==> config.mk <==
export PLATFORM = sky130hd
export DESIGN_NAME = palette_port_arbiter_flat
export DESIGN_NICKNAME = d
export VERILOG_FILES = /design/src/rtl/palette_pkg.sv /design/src/rtl/palette_port_arbiter_if.sv /design/src/rtl/palette_starve_counter.sv /design/src/rtl/palette_port_arbiter.sv /design/src/flat_wrapper.sv
export SDC_FILE = /design/constraint.sdc
export NUM_CORES = 1
export LEC_CHECK = 0
export ABC_AREA = 1
export ABC_CLOCK_PERIOD_IN_PS = 2530
export BUFFER_PORTS_ARGS = -buffer_cell sky130_fd_sc_hd__buf_2
export CAP_MARGIN = 20
export CELL_PAD_IN_SITES_DETAIL_PLACEMENT = 1
export CELL_PAD_IN_SITES_GLOBAL_PLACEMENT = 1
export CORE_ASPECT_RATIO = 0.6
export CORE_MARGIN = 3
export CORE_UTILIZATION = 34
export CTS_CLUSTER_SIZE = 12
export DETAILED_ROUTE_END_ITERATION = 10
export PLACE_DENSITY_LB_ADDON = 0.1
export SLEW_MARGIN = 15
export SYNTH_ARGS = -nofsm -noshare
export SYNTH_HDL_FRONTEND = slang
export SYNTH_SLANG_ARGS = --single-unit
==> constraint.sdc <==
create_clock -name clk_pipe -period 2.53 [get_ports clk_pipe]
set_input_delay 0.1265 -clock clk_pipe [delete_from_list [all_inputs] [get_ports clk_pipe]]
set_output_delay 0.1265 -clock clk_pipe [all_outputs]
set_load 0.01 [all_outputs]
==> src/rtl/palette_pkg.sv <==
// Shared types and helpers for the palette RAM port arbiter.
// The palette word address is {layer, colour, word_sel}.
package palette_pkg;

  localparam int LAYER_W    = 5;
  localparam int COLOR_W    = 5;
  localparam int PAL_ADDR_W = LAYER_W + COLOR_W + 1;

  localparam logic WORD_GB    = 1'b0;
  localparam logic WORD_R     = 1'b1;
  localparam int   OPAQUE_BIT = 15;

  typedef enum logic [2:0] {
    IDLE = 3'd0,
    P0   = 3'd1,
    P1   = 3'd2,
    CW   = 3'd3,
    CR   = 3'd4
  } state_t;

  function automatic logic [PAL_ADDR_W-1:0] pack_addr(
    input logic [LAYER_W-1:0] layer,
    input logic [COLOR_W-1:0] color,
    input logic               word_sel
  );
    return {layer, color, word_sel};
  endfunction

endpackage

==> src/rtl/palette_port_arbiter_if.sv <==
// Bundle of the pipeline lookup port, the controller access port and the
// palette RAM port. The arbiter uses the slave modport, its environment the master.
//
// Handshakes:
//   pipeline   : a lookup is accepted in any cycle where pipe_req & pipe_ready;
//                its result arrives as a one-cycle pipe_valid four cycles later.
//   controller : ctrl_req and all ctrl_* qualifiers are held stable until the
//                one-cycle ctrl_ack; ctrl_rdata is valid with ctrl_ack on reads.
//   memory     : mem_en issues an access; read data is on mem_rdata next cycle.
interface palette_port_arbiter_if #(
  parameter int ADDR_W = 11
);
  import palette_pkg::*;

  logic               pipe_req;
  logic               pipe_ready;
  logic [LAYER_W-1:0] pipe_layer;
  logic [COLOR_W-1:0] pipe_color;
  logic               pipe_valid;
  logic [23:0]        pipe_rgb;
  logic               pipe_opaque;

  logic               ctrl_req;
  logic               ctrl_we;
  logic [LAYER_W-1:0] ctrl_layer;
  logic [COLOR_W-1:0] ctrl_color;
  logic               ctrl_rgb_sel;
  logic [15:0]        ctrl_wdata;
  logic               ctrl_ack;
  logic [15:0]        ctrl_rdata;

  logic               mem_en;
  logic               mem_we;
  logic [ADDR_W-1:0]  mem_addr;
  logic [15:0]        mem_wdata;
  logic [15:0]        mem_rdata;

  modport slave (
    input  pipe_req, pipe_layer, pipe_color,
    input  ctrl_req, ctrl_we, ctrl_layer, ctrl_color, ctrl_rgb_sel, ctrl_wdata,
    input  mem_rdata,
    output pipe_ready, pipe_valid, pipe_rgb, pipe_opaque,
    output ctrl_ack, ctrl_rdata,
    output mem_en, mem_we, mem_addr, mem_wdata
  );

  modport master (
    output pipe_req, pipe_layer, pipe_color,
    output ctrl_req, ctrl_we, ctrl_layer, ctrl_color, ctrl_rgb_sel, ctrl_wdata,
    output mem_rdata,
    input  pipe_ready, pipe_valid, pipe_rgb, pipe_opaque,
    input  ctrl_ack, ctrl_rdata,
    input  mem_en, mem_we, mem_addr, mem_wdata
  );

endinterface

==> src/rtl/palette_starve_counter.sv <==
// Saturating wait counter for the controller; at_limit forces the next
// grant to the controller.
module palette_starve_counter #(
  parameter int LIMIT = 8
) (
  input  logic                         clk,
  input  logic                         rst,
  input  logic                         clear,
  input  logic                         inc,
  output logic [$clog2(LIMIT+1)-1:0]   count,
  output logic                         at_limit
);

  localparam int W = $clog2(LIMIT + 1);

  assign at_limit = (count == W'(LIMIT));

  always_ff @(posedge clk) begin
    if (rst || clear) begin
      count <= '0;
    end else if (inc && !at_limit) begin
      count <= count + 1'b1;
    end
  end

endmodule

==> src/rtl/palette_port_arbiter.sv <==
// Single-port palette RAM arbiter: pipeline lookups (two reads assembled into
// RGB888 + opaque) have priority; a starvation guard lets controller accesses in.
module palette_port_arbiter
  import palette_pkg::*;
#(
  parameter int STARVE_LIMIT = 8,
  parameter int ADDR_W       = 11
) (
  input  logic                                clk_pipe,
  input  logic                                rst,
  palette_port_arbiter_if.slave               bus,
  output state_t                              dbg_state,
  output logic [$clog2(STARVE_LIMIT+1)-1:0]   dbg_starve
);

  state_t             state, next_state;
  logic [LAYER_W-1:0] lk_layer;
  logic [COLOR_W-1:0] lk_color;
  logic [15:0]        word0;
  logic               word1_due;
  logic [15:0]        rdata_q;
  logic               grant_pipe;
  logic               starve_at_limit;
  logic               starve_hit;
  logic               starve_inc;
  logic               starve_clear;

  assign starve_hit   = bus.ctrl_req & starve_at_limit;
  assign starve_inc   = bus.ctrl_req & (state != CW) & (state != CR);
  assign starve_clear = ~bus.ctrl_req | (next_state == CW);

  palette_starve_counter #(.LIMIT(STARVE_LIMIT)) u_starve (
    .clk      (clk_pipe),
    .rst      (rst),
    .clear    (starve_clear),
    .inc      (starve_inc),
    .count    (dbg_starve),
    .at_limit (starve_at_limit)
  );

  always_ff @(posedge clk_pipe) begin
    if (rst) state <= IDLE;
    else     state <= next_state;
  end

  always_comb begin
    next_state     = state;
    grant_pipe     = 1'b0;
    bus.pipe_ready = 1'b0;
    bus.ctrl_ack   = 1'b0;
    bus.mem_en     = 1'b0;
    bus.mem_we     = 1'b0;
    bus.mem_addr   = '0;
    bus.mem_wdata  = '0;
    case (state)
      IDLE, P1: begin
        // Grant point: starved controller, then pipeline, then controller.
        bus.pipe_ready = ~starve_hit;
        if (starve_hit) begin
          next_state = CW;
        end else if (bus.pipe_req) begin
          next_state = P0;
          grant_pipe = 1'b1;
        end else if (bus.ctrl_req) begin
          next_state = CW;
        end else begin
          next_state = IDLE;
        end
        if (state == P1) begin
          bus.mem_en   = 1'b1;
          bus.mem_addr = ADDR_W'(pack_addr(lk_layer, lk_color, WORD_R));
        end
      end
      P0: begin
        bus.mem_en   = 1'b1;
        bus.mem_addr = ADDR_W'(pack_addr(lk_layer, lk_color, WORD_GB));
        next_state   = P1;
      end
      CW: begin
        bus.mem_en    = 1'b1;
        bus.mem_we    = bus.ctrl_we;
        bus.mem_addr  = ADDR_W'(pack_addr(bus.ctrl_layer, bus.ctrl_color, bus.ctrl_rgb_sel));
        bus.mem_wdata = bus.ctrl_we ? bus.ctrl_wdata : 16'h0000;
        bus.ctrl_ack  = bus.ctrl_we;
        next_state    = bus.ctrl_we ? IDLE : CR;
      end
      CR: begin
        bus.ctrl_ack = 1'b1;
        next_state   = IDLE;
      end
      default: next_state = IDLE;
    endcase
  end

  // Read data for the controller is forwarded in CR and held afterwards.
  assign bus.ctrl_rdata = (state == CR) ? bus.mem_rdata : rdata_q;
  assign dbg_state      = state;

  always_ff @(posedge clk_pipe) begin
    if (rst) begin
      lk_layer        <= '0;
      lk_color        <= '0;
      word0           <= '0;
      word1_due       <= 1'b0;
      rdata_q         <= '0;
      bus.pipe_valid  <= 1'b0;
      bus.pipe_rgb    <= '0;
      bus.pipe_opaque <= 1'b0;
    end else begin
      if (grant_pipe) begin
        lk_layer <= bus.pipe_layer;
        lk_color <= bus.pipe_color;
      end
      if (state == P1) word0 <= bus.mem_rdata;
      if (state == CR) rdata_q <= bus.mem_rdata;
      word1_due      <= (state == P1);
      bus.pipe_valid <= word1_due;
      if (word1_due) begin
        bus.pipe_rgb    <= {bus.mem_rdata[7:0], word0};
        bus.pipe_opaque <= bus.mem_rdata[OPAQUE_BIT];
      end
    end
  end

endmodule

==> src/flat_wrapper.sv <==
// flat-port wrapper written by rule: the top's interface ports become plain ports
module palette_port_arbiter_flat import palette_pkg::*;
#(
  parameter int STARVE_LIMIT = 8,
  parameter int ADDR_W       = 11
)
  (clk_pipe, rst, dbg_state, dbg_starve, bus_pipe_req, bus_pipe_layer, bus_pipe_color, bus_ctrl_req, bus_ctrl_we, bus_ctrl_layer, bus_ctrl_color, bus_ctrl_rgb_sel, bus_ctrl_wdata, bus_mem_rdata, bus_pipe_ready, bus_pipe_valid, bus_pipe_rgb, bus_pipe_opaque, bus_ctrl_ack, bus_ctrl_rdata, bus_mem_en, bus_mem_we, bus_mem_addr, bus_mem_wdata);
  palette_port_arbiter_if #(.ADDR_W(ADDR_W)) bus_i ();
  input  logic clk_pipe;
  input  logic rst;
  output state_t dbg_state;
  output logic [$clog2(STARVE_LIMIT+1)-1:0] dbg_starve;
  input wire logic [$bits(bus_i.pipe_req)-1:0] bus_pipe_req;
  input wire logic [$bits(bus_i.pipe_layer)-1:0] bus_pipe_layer;
  input wire logic [$bits(bus_i.pipe_color)-1:0] bus_pipe_color;
  input wire logic [$bits(bus_i.ctrl_req)-1:0] bus_ctrl_req;
  input wire logic [$bits(bus_i.ctrl_we)-1:0] bus_ctrl_we;
  input wire logic [$bits(bus_i.ctrl_layer)-1:0] bus_ctrl_layer;
  input wire logic [$bits(bus_i.ctrl_color)-1:0] bus_ctrl_color;
  input wire logic [$bits(bus_i.ctrl_rgb_sel)-1:0] bus_ctrl_rgb_sel;
  input wire logic [$bits(bus_i.ctrl_wdata)-1:0] bus_ctrl_wdata;
  input wire logic [$bits(bus_i.mem_rdata)-1:0] bus_mem_rdata;
  output wire logic [$bits(bus_i.pipe_ready)-1:0] bus_pipe_ready;
  output wire logic [$bits(bus_i.pipe_valid)-1:0] bus_pipe_valid;
  output wire logic [$bits(bus_i.pipe_rgb)-1:0] bus_pipe_rgb;
  output wire logic [$bits(bus_i.pipe_opaque)-1:0] bus_pipe_opaque;
  output wire logic [$bits(bus_i.ctrl_ack)-1:0] bus_ctrl_ack;
  output wire logic [$bits(bus_i.ctrl_rdata)-1:0] bus_ctrl_rdata;
  output wire logic [$bits(bus_i.mem_en)-1:0] bus_mem_en;
  output wire logic [$bits(bus_i.mem_we)-1:0] bus_mem_we;
  output wire logic [$bits(bus_i.mem_addr)-1:0] bus_mem_addr;
  output wire logic [$bits(bus_i.mem_wdata)-1:0] bus_mem_wdata;
  assign bus_i.pipe_req = bus_pipe_req;
  assign bus_i.pipe_layer = bus_pipe_layer;
  assign bus_i.pipe_color = bus_pipe_color;
  assign bus_i.ctrl_req = bus_ctrl_req;
  assign bus_i.ctrl_we = bus_ctrl_we;
  assign bus_i.ctrl_layer = bus_ctrl_layer;
  assign bus_i.ctrl_color = bus_ctrl_color;
  assign bus_i.ctrl_rgb_sel = bus_ctrl_rgb_sel;
  assign bus_i.ctrl_wdata = bus_ctrl_wdata;
  assign bus_i.mem_rdata = bus_mem_rdata;
  assign bus_pipe_ready = bus_i.pipe_ready;
  assign bus_pipe_valid = bus_i.pipe_valid;
  assign bus_pipe_rgb = bus_i.pipe_rgb;
  assign bus_pipe_opaque = bus_i.pipe_opaque;
  assign bus_ctrl_ack = bus_i.ctrl_ack;
  assign bus_ctrl_rdata = bus_i.ctrl_rdata;
  assign bus_mem_en = bus_i.mem_en;
  assign bus_mem_we = bus_i.mem_we;
  assign bus_mem_addr = bus_i.mem_addr;
  assign bus_mem_wdata = bus_i.mem_wdata;
  palette_port_arbiter #(.STARVE_LIMIT(STARVE_LIMIT), .ADDR_W(ADDR_W)) u_core (.clk_pipe(clk_pipe), .rst(rst), .bus(bus_i), .dbg_state(dbg_state), .dbg_starve(dbg_starve));
endmodule
==> impl_metrics.ini, run 1 <==
[outcome]
status = finished, final reports clean

[global_routing]
grt_first_pass_wirelength_microns = 16000
grt_use_met2_pct = 32.8
grt_max_degree = 52
grt_util_met1_pct = 25.3
grt.met3_usage_pct = 4.85
grt_use_total_pct = 19.7
grt_antenna_before_repair = 0
grt.overflow.total = 0
grt_pass1_vias = 3155
grt.busiest_layer = met2

[sta]
tightest_slew_ns = 0.766
rsz0062_at_grt = false
finalCritPeriodShare_pct = 80.7
relSlewSlack_pct = 48.8
finalMaxSlewViolations = 0
whs_ns = 0.0221
hold_viol_final = 0
fin_crit_ns = 2.04
fmax_mhz = 490
setup_tns_ns = 0
clock_skew_ns = 0.00541
setup_viol = 0

[route]
routedWlPerCell_microns = 14.5
drc = 0
ant_nets = 0
viasPerCell = 4.70
drt-total-wl_microns = 10200
firstDrtPassIters = 4
vias = 3300
drtIter0Drc = 117

[final_layout]
n_fill_cell = 1160
final_common_cell = buf_2
final_cell_mix = buf_2 (137), nand2_1 (87), nor2_1 (78), dfxtp_1 (76), inv_1 (64)
final_layout_size_suffix_gt1_share_pct = 28.1
nets = 645
final_cell_area_sq_um = 4240
area_delta_synth_final_pct = 34.6
regArea_sq_um = 1520
num_antenna_cells = 0
multi_input_area_sq_um = 1260

[yosys]
synthCells = 457
synth_top_area_share_pct = 48.3
ys_ff_latch = 76
yosysWarnings = 0
syn_avg_cell_area_sq_um = 6.89
ys_seq_area_share_pct = 48.3
synth_nets = 517
synth_area_leader_cell = dfxtp_1
synth_cell_types = 20
ys_top_cells_by_area = dfxtp_1 (48%), nand2_1 (10%), nor2_1 (9.3%), inv_1 (7.6%), a21oi_1 (6.0%)
synthesis.area_sq_um = 3150

[worst_setup_path]
cp.arrival_ns = 1.91
critPathKind = flip-flop to output pin
startpoint_type = flip-flop
worstPathRequired_ns = 2.40
slowest_delay_ns = 0.49
path_cells = nor2_1, nand2_2, nand2_1, o21ai_1, inv_1, buf_2
setup.worst_path.end_class = output pin
path_max_fanout = 34
critPathBufInv = 2
critPathTopFamily = simple AND/OR/NAND/NOR gates
cp_slowest_cell = nand2_2

[min_path]
min_path_type = input port to flip-flop

[clock_tree]
cts_sinks = 76
cts_tree = yes
cts_buffers = 9
clk_latency_ns = 0.33
postCtsSetupBuffers = 0
cts_max_level = 3
postCtsResizedCells = 0
clock-root-buffer = clkbuf_16
cts_buffer_depth = 2
clk_pin_slew_worst_paths_ns = 0.06
holdBufCountCts = 0

[place]
dpl.hpwl_microns = 7430
gp_congestion = 0.748
placedInstanceArea_sq_um = 3900
portBuffers = 137

[floorplan]
rows = 26
io_pins = 138
dieHeight_microns = 80.6
dieWidth_microns = 130
die_area_sq_um = 10500
start_util_pct = 36.0
core_sq_um = 8750

[pwr]
finalPower_mw = 3.08
p_leak_nw = 2.34
vdd_drop_max_mv = 0.440
powerDensity_nw_per_um2 = 727

[flow_run]
drv_cap = 0
[routing by layer]
metal,vias up,wire length [microns]
met3,9,650
met1,1544,4830
met5,-,0
met4,0,76
li1,1663,-
met2,84,4620
[kinds of logic after synthesis]
| group | share of synthesized area [%] |
|---|---|
| compound gates | 17.0 |
| fa+ha+maj | 0.794 |
| buf+inv | 11.8 |
| simple gates | 21.9 |
| flops | 48.3 |
| xor+xnor | 0.278 |
[synthesized netlist by cell type]
| cell type | instances |
|---|---|
| a21oi_1 | 38 |
| buf_1 | 1 |
| buf_2 | 11 |
| clkbuf_1 | 11 |
| clkinv_1 | 1 |
| dfxtp_1 | 76 |
| ha_1 | 2 |
| inv_1 | 64 |
| inv_2 | 7 |
| nand2_1 | 87 |
| nand2_2 | 1 |
| nand3_1 | 5 |
| nand3_2 | 2 |
| nand4_1 | 1 |
| nor2_1 | 78 |
| nor2_2 | 1 |
| nor3_1 | 1 |
| o21ai_0 | 31 |
| o21ai_1 | 38 |
| xor2_1 | 1 |
[per-stage QoR]
stage               utilization (%)  cells  worst slack [ns]
finish                         48.4    702             0.489
global route                   48.4    702             0.317
CTS                            48.4    702             0.465
detailed placement             44.5    686             0.605
global placement               44.5    686             0.748
floorplan                         -    457              1.17
[area by class of cell]
class / count / area share [%]
timing repair buffer: 140 / 16.7
clock buffer: 10 / 5.40
clock inverter: 6 / 2.63
inverter: 72 / 6.38
multi-input combinational: 286 / 29.7
sequential: 76 / 35.9
tap: 112 / 3.31
[where the power goes]
group          leakage [nW]  internal [mW]  total, mW  switching [mW]
registers             0.620           1.26       1.28          0.0248
logic                  1.56          0.121      0.336           0.215
clock network         0.163          0.965       1.46           0.496
[path summary, 6_finish.rpt]
check / start / slack, ns / endpoint / cells past startpoint
worst max register to register: u_core.u_starve.count[0]$_SDFFE_PP0P_ / 0.57 / u_core.lk_layer[3]$_SDFFE_PP0P_ / 8
worst max-delay path: u_core.dbg_state[0]$_SDFF_PP0_ / 0.49 / bus_ctrl_rdata[5] / 6
worst min-delay path: bus_pipe_color[2] / 0.02 / u_core.lk_color[2]$_SDFFE_PP0P_ / 3
worst min register to register: u_core.word0[2]$_SDFFE_PP0N_ / 0.45 / u_core.word0[2]$_SDFFE_PP0N_ / 2
[state kept, by name (all words and copies together), names as in the netlist]
register / flops
u_core.bus.pipe_opaque: 1
u_core.bus.pipe_rgb: 24
u_core.bus.pipe_valid: 1
u_core.dbg_state: 3
u_core.lk_color: 5
u_core.lk_layer: 5
u_core.rdata_q: 16
u_core.u_starve.count: 4
u_core.word0: 16
u_core.word1_due: 1
[worst register-to-register path, cell delays in order, from the launching register on]
cell,delay (ns)
dfxtp_1,0.42
inv_1,0.09
ha_1,0.21
nand2_1,0.07
nor2_1,0.05
nand2_1,0.10
nand3_1,0.54
nor2_1,0.29
nor2_1,0.08
No activity file was read; power rests on OpenSTA's default activity.
==> run 2, diff against run 1 <==
--- a/config.mk
+++ b/config.mk
@@ -5,8 +5,8 @@
 export SDC_FILE = /design/constraint.sdc
 export NUM_CORES = 1
 export LEC_CHECK = 0
-export ABC_AREA = 1
-export ABC_CLOCK_PERIOD_IN_PS = 2530
+export ABC_AREA = 0
+export ABC_CLOCK_PERIOD_IN_PS = 2100
 export BUFFER_PORTS_ARGS = -buffer_cell sky130_fd_sc_hd__buf_2
 export CAP_MARGIN = 20
 export CELL_PAD_IN_SITES_DETAIL_PLACEMENT = 1
==> constraint.sdc (replaced) <==
create_clock -name clk_pipe -period 2.1 [get_ports clk_pipe]
set_input_delay 0.105 -clock clk_pipe [delete_from_list [all_inputs] [get_ports clk_pipe]]
set_output_delay 0.105 -clock clk_pipe [all_outputs]
set_load 0.01 [all_outputs]
==> impl_metrics.ini, run 2 <==
[outcome]
status = finished, final reports clean

[final_layout]
final_common_cell = buf_2
num_antenna_cells = 0
fin_cells = 586
final_cell_mix = buf_2 (137), dfxtp_1 (75), nor2_1 (56), mux2i_1 (36), nand2_1 (34)
final_layout_size_suffix_gt1_share_pct = 38.8
n_fill_cell = 1052
largest_reg_flops = 24
nets = 529
top_regs = u_core.bus.pipe_rgb: 24 flops, u_core.rdata_q: 16 flops, u_core.word0: 16 flops
regMostFlops = u_core.bus.pipe_rgb
post-route-util_pct = 49.2
area_delta_synth_final_pct = 37.5
regArea_sq_um = 1520
multi_input_area_sq_um = 1470

[worst_setup_path]
path_cells = buf_6, nor3b_4, buf_6, mux2_2, buf_2
cp_slowest_cell = mux2_2
cp_common_cell = buf_6
startpoint_type = flip-flop
r2r_cells = 4
critPathTopFamily = buffers and inverters
cp_num_cells = 5
cp.arrival_ns = 1.86
slowest_delay_ns = 0.37
critPathBufInv = 3
critPathKind = flip-flop to output pin
path_max_fanout = 16
worstPathRequired_ns = 2.00
setup.worst_path.end_class = output pin

[global_routing]
grt_max_degree = 27
grt_use_total_pct = 16.7
grt.overflow.total = 0
grt_antenna_before_repair = 0
grt_pass1_vias = 2761
grt_first_pass_wirelength_microns = 13800

[clock_tree]
clock-root-buffer = clkbuf_16
clk_pin_slew_worst_paths_ns = 0.06
clk_latency_ns = 0.33
cts_tree = yes
cts_buffers = 9
cts_max_level = 3
cts_buffer_depth = 2
cts_sinks = 76

[sta]
finalCritPeriodShare_pct = 93.6
hold_viol_final = 0
tightest_slew_ns = 0.524
setup_viol = 0
fin_crit_ns = 1.97
setup_tns_ns = 0
whs_ns = 0.00946
finalMaxSlewViolations = 0
clock_skew_ns = 0.00792
relSlewSlack_pct = 65.0
fmax_mhz = 509
rsz0062_at_grt = false

[route]
vias = 2771
drt-total-wl_microns = 8740
viasPerCell = 4.73
ant_nets = 0
drc = 0
routedWlPerCell_microns = 14.9
firstDrtPassIters = 4
drtIter0Drc = 121

[yosys]
synth_cell_types = 32
ys_ff_latch = 76
synthFlopType = dfxtp_1
synthCells = 332
synth_top_area_share_pct = 48.8
yosysWarnings = 0
synth_nets = 392
ys_top_cells_by_area = dfxtp_1 (49%), mux2i_1 (12%), nor2_1 (6.7%), mux2_2 (5.8%), nand2_1 (4.1%)
ys_seq_area_share_pct = 48.8
synthArstFlopShare_pct = 0
synth-edff-count = 0
synth_common_cells = dfxtp_1 (76), nor2_1 (56), mux2i_1 (36), nand2_1 (34)
synth_area_leader_cell = dfxtp_1
syn_avg_cell_area_sq_um = 9.39
synthesis.area_sq_um = 3120
synth_most_common_cell = dfxtp_1

[floorplan]
dieHeight_microns = 80.2
dieWidth_microns = 130
core_sq_um = 8720
rows = 26
die_area_sq_um = 10400
start_util_pct = 35.8
io_pins = 138

[place]
portBuffers = 137
dpl.hpwl_microns = 6390
gp_congestion = 0.807
dp.cells = 569

[min_path]
min_path_type = input port to flip-flop
whs_path_depth = 3

[pwr]
vdd_drop_max_mv = 0.414
p_leak_nw = 2.12
powerDensity_nw_per_um2 = 813

[flow_run]
drv_cap = 0
## run 2: cell count changes in the layout (fill, tap and decap cells not counted), sizes merged, moves of 3 or more
cell and delta:
nor2 -23, buf +8, xnor2 +3, mux2 +16, a21oi -21, a22oi +10
o21ai -68, inv -67, nand2 -54, and3 +16, mux2i +36, nand3 -7
nor2b +17
## run 2: report_power, final
part / switching [mW] / internal (mW) / total (mW)
logic: 0.176 / 0.148 / 0.324
registers: 0.0342 / 1.48 / 1.52
clock network: 0.572 / 1.07 / 1.64
## run 2: cell type report
class | count | share of cell area (%)
inverter | 5 | 0.438
clock buffer | 12 | 5.75
sequential | 76 | 35.5
timing repair buffer | 149 | 19.0
multi-input combinational | 228 | 34.3
clock inverter | 4 | 1.69
tap | 112 | 3.27
## run 2: tightest hold or removal path: stages
cell,delay (ns)
buf_2,0.08
mux2i_1,0.05
nor2_1,0.07
## run 2: metrics by stage
stage	worst slack [ns]	cell area [sq um]	total power [mW]
final	0.134	4290	3.49
after global routing	0.0197	4290	3.64
after CTS	0.0538	4280	3.54
after detailed placement	0.275	3950	1.88
after global placement	0.388	3950	1.87
after floorplan	0.484	3120	1.72
## run 2: path summary, 6_finish.rpt
check	startpoint	end	slack, ns
min reg2reg	u_core.word0[13]$_SDFFE_PP0N_	u_core.word0[13]$_SDFFE_PP0N_	0.45
max	u_core.dbg_state[2]$_SDFF_PP0_	bus_ctrl_rdata[6]	0.13
max reg2reg	u_core.dbg_state[0]$_SDFF_PP0_	u_core.u_starve.count[0]$_SDFFE_PP0P_	0.39
min	bus_pipe_color[0]	u_core.lk_color[0]$_SDFFE_PP0P_	0.009
## run 2: cell families (layout without fill, tap and decap cells)
group                    after synthesis  after routing  share of synthesized area, %
multiplexers                          52             52                          17.3
AND/OR/NAND/NOR                      138            138                          21.5
XOR/XNOR                               4              4                          1.12
buffers and inverters                 28            170                          4.21
flip-flops                            76             76                          48.8
AO/OA/AOI/OAI                         32             32                          6.26
adder cells (fa/ha/maj)                2              2                         0.802
## run 2: routing by layer
metal,up-vias,wire length [microns],global-route usage [%]
li1,1384,-,-
met4,0,51,3.84
met2,74,3940,26.2
met5,-,0,0
met3,7,582,5.91
met1,1306,4170,21.9
## run 2: timing repair
item,CTS,global route
setup endpoints to repair,1,16
pin swaps,0,0
resized for setup,1,3
hold buffers,1,0
endpoints found under the hold margin,1,0
buffers inserted,0,0
==> run 3, diff against run 2 <==
--- a/config.mk
+++ b/config.mk
@@ -5,7 +5,7 @@
 export SDC_FILE = /design/constraint.sdc
 export NUM_CORES = 1
 export LEC_CHECK = 0
-export ABC_AREA = 0
+export ABC_AREA = 1
 export ABC_CLOCK_PERIOD_IN_PS = 2100
 export BUFFER_PORTS_ARGS = -buffer_cell sky130_fd_sc_hd__buf_2
 export CAP_MARGIN = 20
@@ -13,7 +13,7 @@
 export CELL_PAD_IN_SITES_GLOBAL_PLACEMENT = 1
 export CORE_ASPECT_RATIO = 0.6
 export CORE_MARGIN = 3
-export CORE_UTILIZATION = 34
+export CORE_UTILIZATION = 32
 export CTS_CLUSTER_SIZE = 12
 export DETAILED_ROUTE_END_ITERATION = 10
 export PLACE_DENSITY_LB_ADDON = 0.1
==> impl_metrics.ini, run 3 (same netlist as run 1, synthesis figures left out) <==
[outcome]
status = finished, final reports clean

[final_layout]
top_regs = u_core.bus.pipe_rgb: 24 flops, u_core.rdata_q: 16 flops, u_core.word0: 16 flops
regMostFlops = u_core.bus.pipe_rgb
fin_cells = 725
final_layout_size_suffix_gt1_share_pct = 28.1
area_delta_synth_final_pct = 36.6
regArea_sq_um = 1520
largest_reg_flops = 24
multi_input_area_sq_um = 1260
final_cell_mix = buf_2 (137), nand2_1 (87), nor2_1 (78), dfxtp_1 (76), inv_1 (64)
final_cell_area_sq_um = 4300
final_common_cell = buf_2
num_antenna_cells = 0
n_fill_cell = 1245
nets = 650

[sta]
fin_crit_ns = 1.83
clock_skew_ns = 0.00616
setup_tns_ns = 0
finalMaxSlewViolations = 0
setup_viol = 0
tightest_slew_ns = 0.476
finalCritPeriodShare_pct = 87.2
hold_viol_final = 0
relSlewSlack_pct = 68.2
fmax_mhz = 546
rsz0062_at_grt = false

[worst_setup_path]
cp.arrival_ns = 1.73
worstReg2RegStart = u_core.u_starve.count[0]$_SDFFE_PP0P_
critPathKind = flip-flop to output pin
cp_num_cells = 5
crit_path_start = u_core.dbg_state[1]$_SDFF_PP0_
path_cells = nor2_1, nand2_4, o21ai_1, inv_1, buf_2
r2r_setup_slack_ns = 0.49
slowest_delay_ns = 0.38
regToRegEndpoint = u_core.lk_layer[3]$_SDFFE_PP0P_
cp_slowest_cell = dfxtp_1
setup.worst_path.end_class = output pin
worstPathRequired_ns = 2.00
crit_end = bus_ctrl_rdata[11]
path_max_fanout = 34
startpoint_type = flip-flop
r2r_cells = 10
critPathBufInv = 2
critPathTopFamily = simple AND/OR/NAND/NOR gates

[clock_tree]
clk_pin_slew_worst_paths_ns = 0.06
cts_max_level = 3
cts_buffer_depth = 2
clk_latency_ns = 0.33
clock-root-buffer = clkbuf_16
cts_buffers = 9
cts_tree = yes
cts_sinks = 76

[pwr]
powerDensity_nw_per_um2 = 862
finalPower_mw = 3.71
p_leak_nw = 2.36
vdd_drop_max_mv = 0.460

[global_routing]
grt_max_degree = 52
grt.overflow.total = 0
grt_pass1_vias = 3239
grt_antenna_before_repair = 0
grt_first_pass_wirelength_microns = 16800
grt_use_total_pct = 18.6

[place]
placedInstanceArea_sq_um = 3940
dpl.hpwl_microns = 7790
portBuffers = 137
dp.cells = 707
gp_congestion = 0.775

[floorplan]
dieWidth_microns = 134
core_sq_um = 9360
start_util_pct = 33.7
io_pins = 138
rows = 27
dieHeight_microns = 82.8
die_area_sq_um = 11100

[route]
drt-total-wl_microns = 10600
ant_nets = 0
routedWlPerCell_microns = 14.6
vias = 3314
viasPerCell = 4.57
firstDrtPassIters = 4
drtIter0Drc = 105
drc = 0

[min_path]
min_path_type = input port to flip-flop

[flow_run]
drv_cap = 0
[run 3: cell count changes in the layout (fill, tap and decap cells not counted), sizes merged, moves of 17 or more]
cell,change
mux2i,-36
o21ai,+68
inv,+66
nand2,+54
a21oi,+21
nor2,+23
nor2b,-17
[run 3: timing repair]
item | 4_1_cts | 5_1_grt
resized for setup | 0 | 1
setup endpoints to repair | 0 | 16
hold buffers | 2 | 0
endpoints found under the hold margin | 2 | 0
buffers inserted | 0 | 0
[run 3: per-layer routing]
metal | global-route usage [%] | routed length [microns] | up-vias
met1 | 26.3 | 5260 | 1541
met2 | 28.2 | 4550 | 89
met5 | 0 | 0 | -
li1 | - | - | 1678
met3 | 5.93 | 704 | 6
met4 | 3.33 | 43 | 0
[run 3: stage by stage]
step	utilization [%]	hold slack, ns	setup slack (ns)
finish	46.0	0.00506	0.270
global route	46.0	0.0196	0.124
CTS	45.9	0.000116	0.103
detailed placement	42.1	0.339	0.388
global placement	42.1	0.337	0.560
floorplan	-	0.182	0.742
[run 3: report_power, final]
part / internal, mW / total, mW / switching (mW)
Combinational: 0.152 / 0.414 / 0.262
Sequential: 1.51 / 1.55 / 0.0347
Clock: 1.16 / 1.74 / 0.582
[run 3: area by class of cell]
cell class	instances	share of cell area, %
multi-input cells	286	29.3
flip-flops and latches	76	35.4
repair buffers	145	17.5
clock inverters	4	2.27
well taps	130	3.78
inverters	72	6.28
clock buffers	12	5.50
[run 3: tightest hold or removal path, cell delays in order]
cell and delay (ns):
buf_2 0.08, nor2_1 0.04, nor2_1 0.08
[run 3: worst min path at each step]
stage / startpoint / endpoint / cells past startpoint
global placement: bus_pipe_layer[3] / u_core.lk_layer[3]$_SDFFE_PP0P_ / 3
finish: bus_pipe_layer[0] / u_core.lk_layer[0]$_SDFFE_PP0P_ / 3
global route: bus_pipe_layer[4] / u_core.lk_layer[4]$_SDFFE_PP0P_ / 3
detailed placement: bus_pipe_layer[1] / u_core.lk_layer[1]$_SDFFE_PP0P_ / 3
CTS: bus_pipe_layer[0] / u_core.lk_layer[0]$_SDFFE_PP0P_ / 3
floorplan: rst / u_core.dbg_state[2]$_SDFF_PP0_ / 1
